===== src/rtl/fft_pkg.sv =====
// Shared FFT helpers: clog2, width-parameterised bit reversal and bank-state constants.
package fft_pkg;

  localparam logic BANK_EMPTY = 1'b0;
  localparam logic BANK_FULL  = 1'b1;

  function automatic int clog2(input int v);
    int r;
    r = 0;
    for (int i = 0; i < 31; i++) begin
      if ((1 << r) < v) r = r + 1;
    end
    return r;
  endfunction

  // Reverses the low w bits of v; bits at and above w come back as zero.
  function automatic logic [31:0] bitrev(input logic [31:0] v, input int w);
    logic [31:0] r;
    r = '0;
    for (int i = 0; i < 32; i++) begin
      if (i < w) r[i] = v[w-1-i];
    end
    return r;
  endfunction

endpackage


===== src/rtl/mdrain_ptr.sv =====
// Frame pointer: LOG_N-bit address plus bank bit; wraps to the other bank after N advances.
module mdrain_ptr
  import fft_pkg::*;
#(
  parameter int N     = 8,
  parameter int LOG_N = clog2(N)
) (
  input  logic             clk,
  input  logic             rst_n,
  input  logic             advance,
  output logic [LOG_N-1:0] addr,
  output logic             bank,
  output logic             wrap
);

  assign wrap = advance && (addr == LOG_N'(N - 1));

  always_ff @(posedge clk) begin
    if (!rst_n) begin
      addr <= '0;
      bank <= 1'b0;
    end else if (advance) begin
      if (wrap) begin
        addr <= '0;
        bank <= ~bank;
      end else begin
        addr <= addr + 1'b1;
      end
    end
  end

endmodule


===== src/rtl/mdrain.sv =====
// Ping-pong metadata buffer that re-attaches captured metadata to FFT output samples.
// Define MDRAIN_BITREV_EN to read each frame in bit-reversed address order.
module mdrain
  import fft_pkg::*;
#(
  parameter int N      = 8,
  parameter int MWIDTH = 1,
  parameter int WIDTH  = 32
) (
  input  logic              clk,
  input  logic              rst_n,
  input  logic              in_nd,
  input  logic [MWIDTH-1:0] in_m,
  input  logic              in_data_nd,
  input  logic [WIDTH-1:0]  in_data,
  output logic              out_nd,
  output logic [WIDTH-1:0]  out_data,
  output logic [MWIDTH-1:0] out_m,
  output logic              out_first,
  output logic              error
);

  localparam int LOG_N = clog2(N);

  logic [MWIDTH-1:0] ram [0:2*N-1];
  logic [1:0]        full;
  logic [LOG_N-1:0]  w_addr, r_addr, raddr;
  logic              w_bank, r_bank, w_wrap, r_wrap;
  logic              wr_ok, rd_ok;

  // Each side only touches a bank whose full flag says it owns it.
  assign wr_ok = in_nd      && (full[w_bank] == BANK_EMPTY);
  assign rd_ok = in_data_nd && (full[r_bank] == BANK_FULL);

`ifdef MDRAIN_BITREV_EN
  assign raddr = LOG_N'(bitrev(32'(r_addr), LOG_N));
`else
  assign raddr = r_addr;
`endif

  mdrain_ptr #(.N(N), .LOG_N(LOG_N)) u_wptr (
    .clk     (clk),
    .rst_n   (rst_n),
    .advance (wr_ok),
    .addr    (w_addr),
    .bank    (w_bank),
    .wrap    (w_wrap)
  );

  mdrain_ptr #(.N(N), .LOG_N(LOG_N)) u_rptr (
    .clk     (clk),
    .rst_n   (rst_n),
    .advance (rd_ok),
    .addr    (r_addr),
    .bank    (r_bank),
    .wrap    (r_wrap)
  );

  always_ff @(posedge clk) begin
    if (wr_ok) ram[{w_bank, w_addr}] <= in_m;
  end

  always_ff @(posedge clk) begin
    if (!rst_n) begin
      full <= '0;
    end else begin
      if (w_wrap) full[w_bank] <= BANK_FULL;
      if (r_wrap) full[r_bank] <= BANK_EMPTY;
    end
  end

  // Output stage: one cycle behind in_data_nd
  always_ff @(posedge clk) begin
    if (!rst_n) begin
      out_nd    <= 1'b0;
      out_data  <= '0;
      out_m     <= '0;
      out_first <= 1'b0;
      error     <= 1'b0;
    end else begin
      out_nd <= rd_ok;
      if (rd_ok) begin
        out_data  <= in_data;
        out_m     <= ram[{r_bank, raddr}];
        out_first <= (r_addr == '0);
      end
      if ((in_nd && !wr_ok) || (in_data_nd && !rd_ok)) error <= 1'b1;
    end
  end

endmodule


===== config.mk =====
export PLATFORM = sky130hd
export DESIGN_NAME = mdrain
export DESIGN_NICKNAME = d
export VERILOG_FILES = /design/src/rtl/fft_pkg.sv /design/src/rtl/mdrain_ptr.sv /design/src/rtl/mdrain.sv
export SDC_FILE = /design/constraint.sdc
export NUM_CORES = 1
export LEC_CHECK = 0
export CAP_MARGIN = 20
export CORE_MARGIN = 3
export CORE_UTILIZATION = 47
export CTS_CLUSTER_SIZE = 25
export DETAILED_ROUTE_END_ITERATION = 12
export GPL_ROUTABILITY_DRIVEN = 0
export PLACE_DENSITY_LB_ADDON = 0.25
export SLEW_MARGIN = 15
export SYNTH_ARGS = -nofsm -noshare
export SYNTH_HDL_FRONTEND = slang
export SYNTH_HIERARCHICAL = 1
export SYNTH_SLANG_ARGS = --single-unit

===== constraint.sdc =====
create_clock -name clk -period 1.92 [get_ports clk]
set_input_delay 0.288 -clock clk [delete_from_list [all_inputs] [get_ports clk]]
set_output_delay 0.288 -clock clk [all_outputs]
set_load 0.02 [all_outputs]

======== Yosys cells after proc, flatten, opt, wreduce, memory -nomap -nowiden ========
Memories as Yosys holds them, arrays and structs flattened. A register that Yosys moved wholly into a read port is not among the register bits.
Index checks and enable logic that the tools add are counted.
cells by class
  multipliers ............................. 0
  bitwise logic cells ..................... 6
  reductions and logical operators ........ 15
  eq/ne operators ......................... 2
  div/mod/pow operators ................... 0
  multiplexer cells ....................... 15
  magnitude comparators ................... 4
  shift-type cells ........................ 0
  add/sub/neg operators ................... 2
operator list
  operator                                                     number
  logical AND 1 bit                                            8
  two-way mux 1 bit                                            8
  adder 3 x 1 -> 3 bit (second input constant)                 2
  equality test 3 bit (second input constant)                  2
  two-way mux 2 bit                                            3
  two-way mux 3 bit                                            2
  less-than comparator 1 x 2 -> 1 bit (second input constant)  2
  AND reduction 2 bit                                          2
  zero test 1 bit                                              3
  zero test 3 bit                                              1
  NOT 1 bit                                                    3
  AND 2 bit                                                    1
  demux 1 bit (select 1 bit)                                   2
  >= comparator 1 bit (second input constant)                  2
  NOT 2 bit                                                    1
  bitwise OR 2 bit                                             1
  logical OR 1 bit                                             1
word-level totals
  memories ................................ 1
  logic and storage cells ................. 54
  input port bits ......................... 37
  RAM bits ................................ 16
  bits in registers ....................... 45
  output and inout bits ................... 36
  memory bits (read-only) ................. 0
  bits in latches ......................... 0
memories
  name  words  width  rd ports  clocked after Yosys merged registers in  wr ports  line          RTL
  ram   16     1      1         1                                        1         mdrain.sv:25  logic [MWIDTH-1:0] ram [0:2*N-1];

======== Logic depth before layout (Yosys ltp) ========
  depth after elaboration ................. 9
  depth in mapped cells ................... 10
  gate-level depth less buffers ........... 7

======== Cells and area by module ========
The synthesis kept the hierarchy.
modules (own cells, without submodules)
  module      sequential area each (sq um)  area each (sq um)  cells each  times used
  mdrain      1,241.2                       2,192.1            225         1
  mdrain_ptr  80.1                          192.7              18          2

======== Worst setup path before layout ========
OpenSTA, ideal clock, no wires.
  kind .................................... register to register
  start point ............................. register u_wptr.bank
  end point ............................... memory ram[0], enable pin
  cell stages (with the launch flop) ...... 7
  setup slack ............................. 0.178 ns
  required time ........................... 1.615 ns
  arrival ................................. 1.437 ns
  buffers on the path ..................... 2
  clock period less this slack ............ 1.742 ns
  setup time .............................. 0.305 ns
  cells stage by stage .................... dfxtp_1 > buf_6 > mux2i_1 > and2_1 > buf_4 > or3b_1 > nor3_2
between the ends
  cells in the longest elaborated chain, start to end .. 6
ends and longest elaborated chain
  what                                                   line              RTL
  start: declaration                                     mdrain_ptr.sv:12  output logic bank,
  start signal: assignment                               mdrain_ptr.sv:25  bank <= ~bank;
  two-way mux 1 bit (not written as such) (2 in series)  mdrain.sv:32      assign wr_ok = in_nd && (full[w_bank] == BANK_EMPTY);
  NOT 1 bit                                              mdrain.sv:32
  logical AND 1 bit                                      mdrain.sv:32
  named net wr_ok                                        mdrain.sv:29      logic wr_ok, rd_ok;
  two-way mux 1 bit                                      mdrain.sv:60      if (wr_ok) ram[{w_bank, w_addr}] <= in_m;
  two-way mux 1 bit (not written as such)                mdrain.sv:60
  end: declaration                                       mdrain.sv:25
The timed path passes the listed nets, and every way through them passes these cells. The select of a mux whose other input is x is not followed.

==> flow_metrics.env <==
export IMPL_status="complete, no violations"
export IMPL_htree_levels=3
export IMPL_drive_gt1_share_pct=10.2
export IMPL_grt_pass1_vias=1923
export IMPL_fin_skew_ps=4.88
export IMPL_area_growth_pct=39.0
export IMPL_vias_per_cell=4.92
export IMPL_overflow=0
export IMPL_fin_tns_setup_ps=0
export IMPL_hpwlAfterDp_um=3650
export IMPL_dr_pass1_iters=5
export IMPL_ys_types=36
export IMPL_ys_flop_type="dfxtp_1"
export IMPL_tightest_slew_ps=458
export IMPL_min_path_type="reg2reg"
export IMPL_drt_initial_drc_count=108
export IMPL_syn_nets=302
export IMPL_port_buffer_count=72
export IMPL_insertedDiodeCount=0
export IMPL_placedCellCount=397
export IMPL_critPathArrivalTime_ps=1910
export IMPL_die_h_um=80.1
export IMPL_seq_area_frac_synth_pct=54.4
export IMPL_cp_start_kind="flip-flop"
export IMPL_cts_root_buf="clkbuf_8"
export IMPL_timing_fmax_mhz=583
export IMPL_cts_buffers=9
export IMPL_die_area_mm2=0.00641
export IMPL_drc_errors=0
export IMPL_yosysMostFrequentCell="nand2_1"
export IMPL_cp_end_kind="flip-flop"
export IMPL_postCtsHoldBufs=0
export IMPL_ys_warnings_count=6
export IMPL_clk_pin_slew_ps=70
export IMPL_finalCriticalPeriod_ps=1710
export IMPL_ios=73
export IMPL_cts_max_path_buffers=2
export IMPL_synth_top_area_cell="dfxtp_1"
export IMPL_postSynthCellCount=261
export IMPL_avgSynthCellArea_um2=9.88
export IMPL_maxSlewViolCount=0
export IMPL_async_flop_share_pct=0
export IMPL_power_density_mw_per_mm2=756
export IMPL_synth_commonest_cells="nand2_1 (74), dfxtp_1 (46), a21boi_0 (32), edfxtp_1 (16), nor2_1 (14)"
export IMPL_initial_utilization_pct=49.5
export IMPL_die_w_um=80.1
export IMPL_grt_antenna_before_repair=0
export IMPL_post_drt_wl_per_cell_um=13.0
export IMPL_crit_type="reg2reg"
export IMPL_synth_top_cell_area_share_pct=35.7
export IMPL_rsz0062_at_grt="false"
export IMPL_grt_pass1_wl_um=8820
export IMPL_vias=2034
export IMPL_timing_hold_ws_ps=447
export IMPL_multi_input_area_mm2=0.00107
export IMPL_cts_tree="done"
export IMPL_synth_edf_count=16
export IMPL_max_slew_margin_rel_pct=69.4
export IMPL_grt_start_max_net_pins=30
export IMPL_regArea_mm2=0.00140
export IMPL_p_total_mw=2.71
export IMPL_antenna_left=0
export IMPL_fin_crit_sh_pct=89.3
export IMPL_setup_viol=0
export IMPL_cp_required_ps=2120
export IMPL_clk_latency_ps=320
export IMPL_path_max_fanout=10
export IMPL_synth_seq_cells=62
export IMPL_cts_sinks=62
export IMPL_fp_coreArea_mm2=0.00520
export IMPL_leakage_nw=1.23
export IMPL_nFillCells=415
export IMPL_syn_area_mm2=0.00258
export IMPL_post_cts_buffers=0
export IMPL_wirelength_um=5360
export IMPL_vdd_ir_drop_worst_mv=0.455
export IMPL_timing_hold_violations_final=0
export IMPL_final_cells=413
export IMPL_ys_top_cells_by_area="dfxtp_1 (36%), edfxtp_1 (19%), nand2_1 (11%), a21boi_0 (9.3%), mux2i_1 (2.7%)"
export IMPL_fin_nets=379
export IMPL_grt_usage_pct=17.6
export IMPL_cts_resized=0
export IMPL_std_cell_rows=26
export IMPL_max_cap_violations=0
[layout by cell type (no fill, tap or decap), types with 3 or more instances in the layout]
master	instances
a21boi_0	32
buf_4	9
clkbuf_8	10
clkdlybuf4s50_1	72
dfxtp_1	46
edfxtp_1	16
ha_1	4
inv_1	3
mux2i_1	7
nand2_1	74
nand3_1	3
nand3b_1	6
nand4b_1	4
nor2_1	14
nor2b_1	4
nor3_1	3
o21a_1	3
[critical path, stage by stage (launching register included)]
cell and delay, ps:
dfxtp_1 600, mux4_2 550, mux2_2 270, nand4_1 90, o211ai_1 80
[final timing paths]
kind | start | to | slack [ps] | cells after the start
worst min register to register | out_first | out_first | 450 | 2
worst min-delay path | out_first | out_first | 450 | 2
worst max register to register | u_rptr/addr[0] | out_m | 210 | 4
worst max-delay path | u_rptr/addr[0] | out_m | 210 | 4
[sequential cells by signal, summed over array words and instances (netlist names)]
name         count
u_wptr/bank      1
out_data        32
out_first        1
ram             16
out_m            1
out_nd           1
u_rptr/bank      1
full             2
u_wptr/addr      3
u_rptr/addr      3
error            1
[per-layer routing]
metal,vias up,GRT usage (%),wire length [um]
met2,68,27.6,2450
met1,909,22.1,2430
met5,-,0,0
met3,17,4.82,369
met4,0,9.29,117
li1,1040,-,-
[stage by stage]
step	setup WS (ps)	area, um^2	util, %
after CTS	202	3580	68.8
final	206	3580	68.8
after detailed placement	169	3370	64.7
after floorplan	178	2580	-
after global routing	124	3580	68.8
after global placement	185	3370	64.7
[cells by family after synthesis]
kind of cell | count (synthesis) | synth area share, %
AND/OR/NAND/NOR | 120 | 21.8
AO/OA/AOI/OAI | 45 | 12.5
buffers and inverters | 19 | 3.98
multiplexers | 11 | 5.34
adder cells (fa/ha/maj) | 4 | 1.94
flip-flops | 62 | 54.4
[power by group]
| group | total, mW | internal [mW] | switching (mW) |
|---|---|---|---|
| clock network | 1.22 | 0.710 | 0.505 |
| registers | 1.35 | 1.35 | 0.00753 |
| logic | 0.140 | 0.0933 | 0.0470 |
| total | 2.71 | 2.15 | 0.560 |
[area by class of cell]
type,instances,area share (%)
repair buffers,81,22.0
flip-flops and latches,62,39.1
clock inverters,5,1.50
inverters,4,0.419
well taps,70,2.44
clock buffers,11,4.54
multi-input cells,180,30.0
Power figures use the tool's default switching activity.
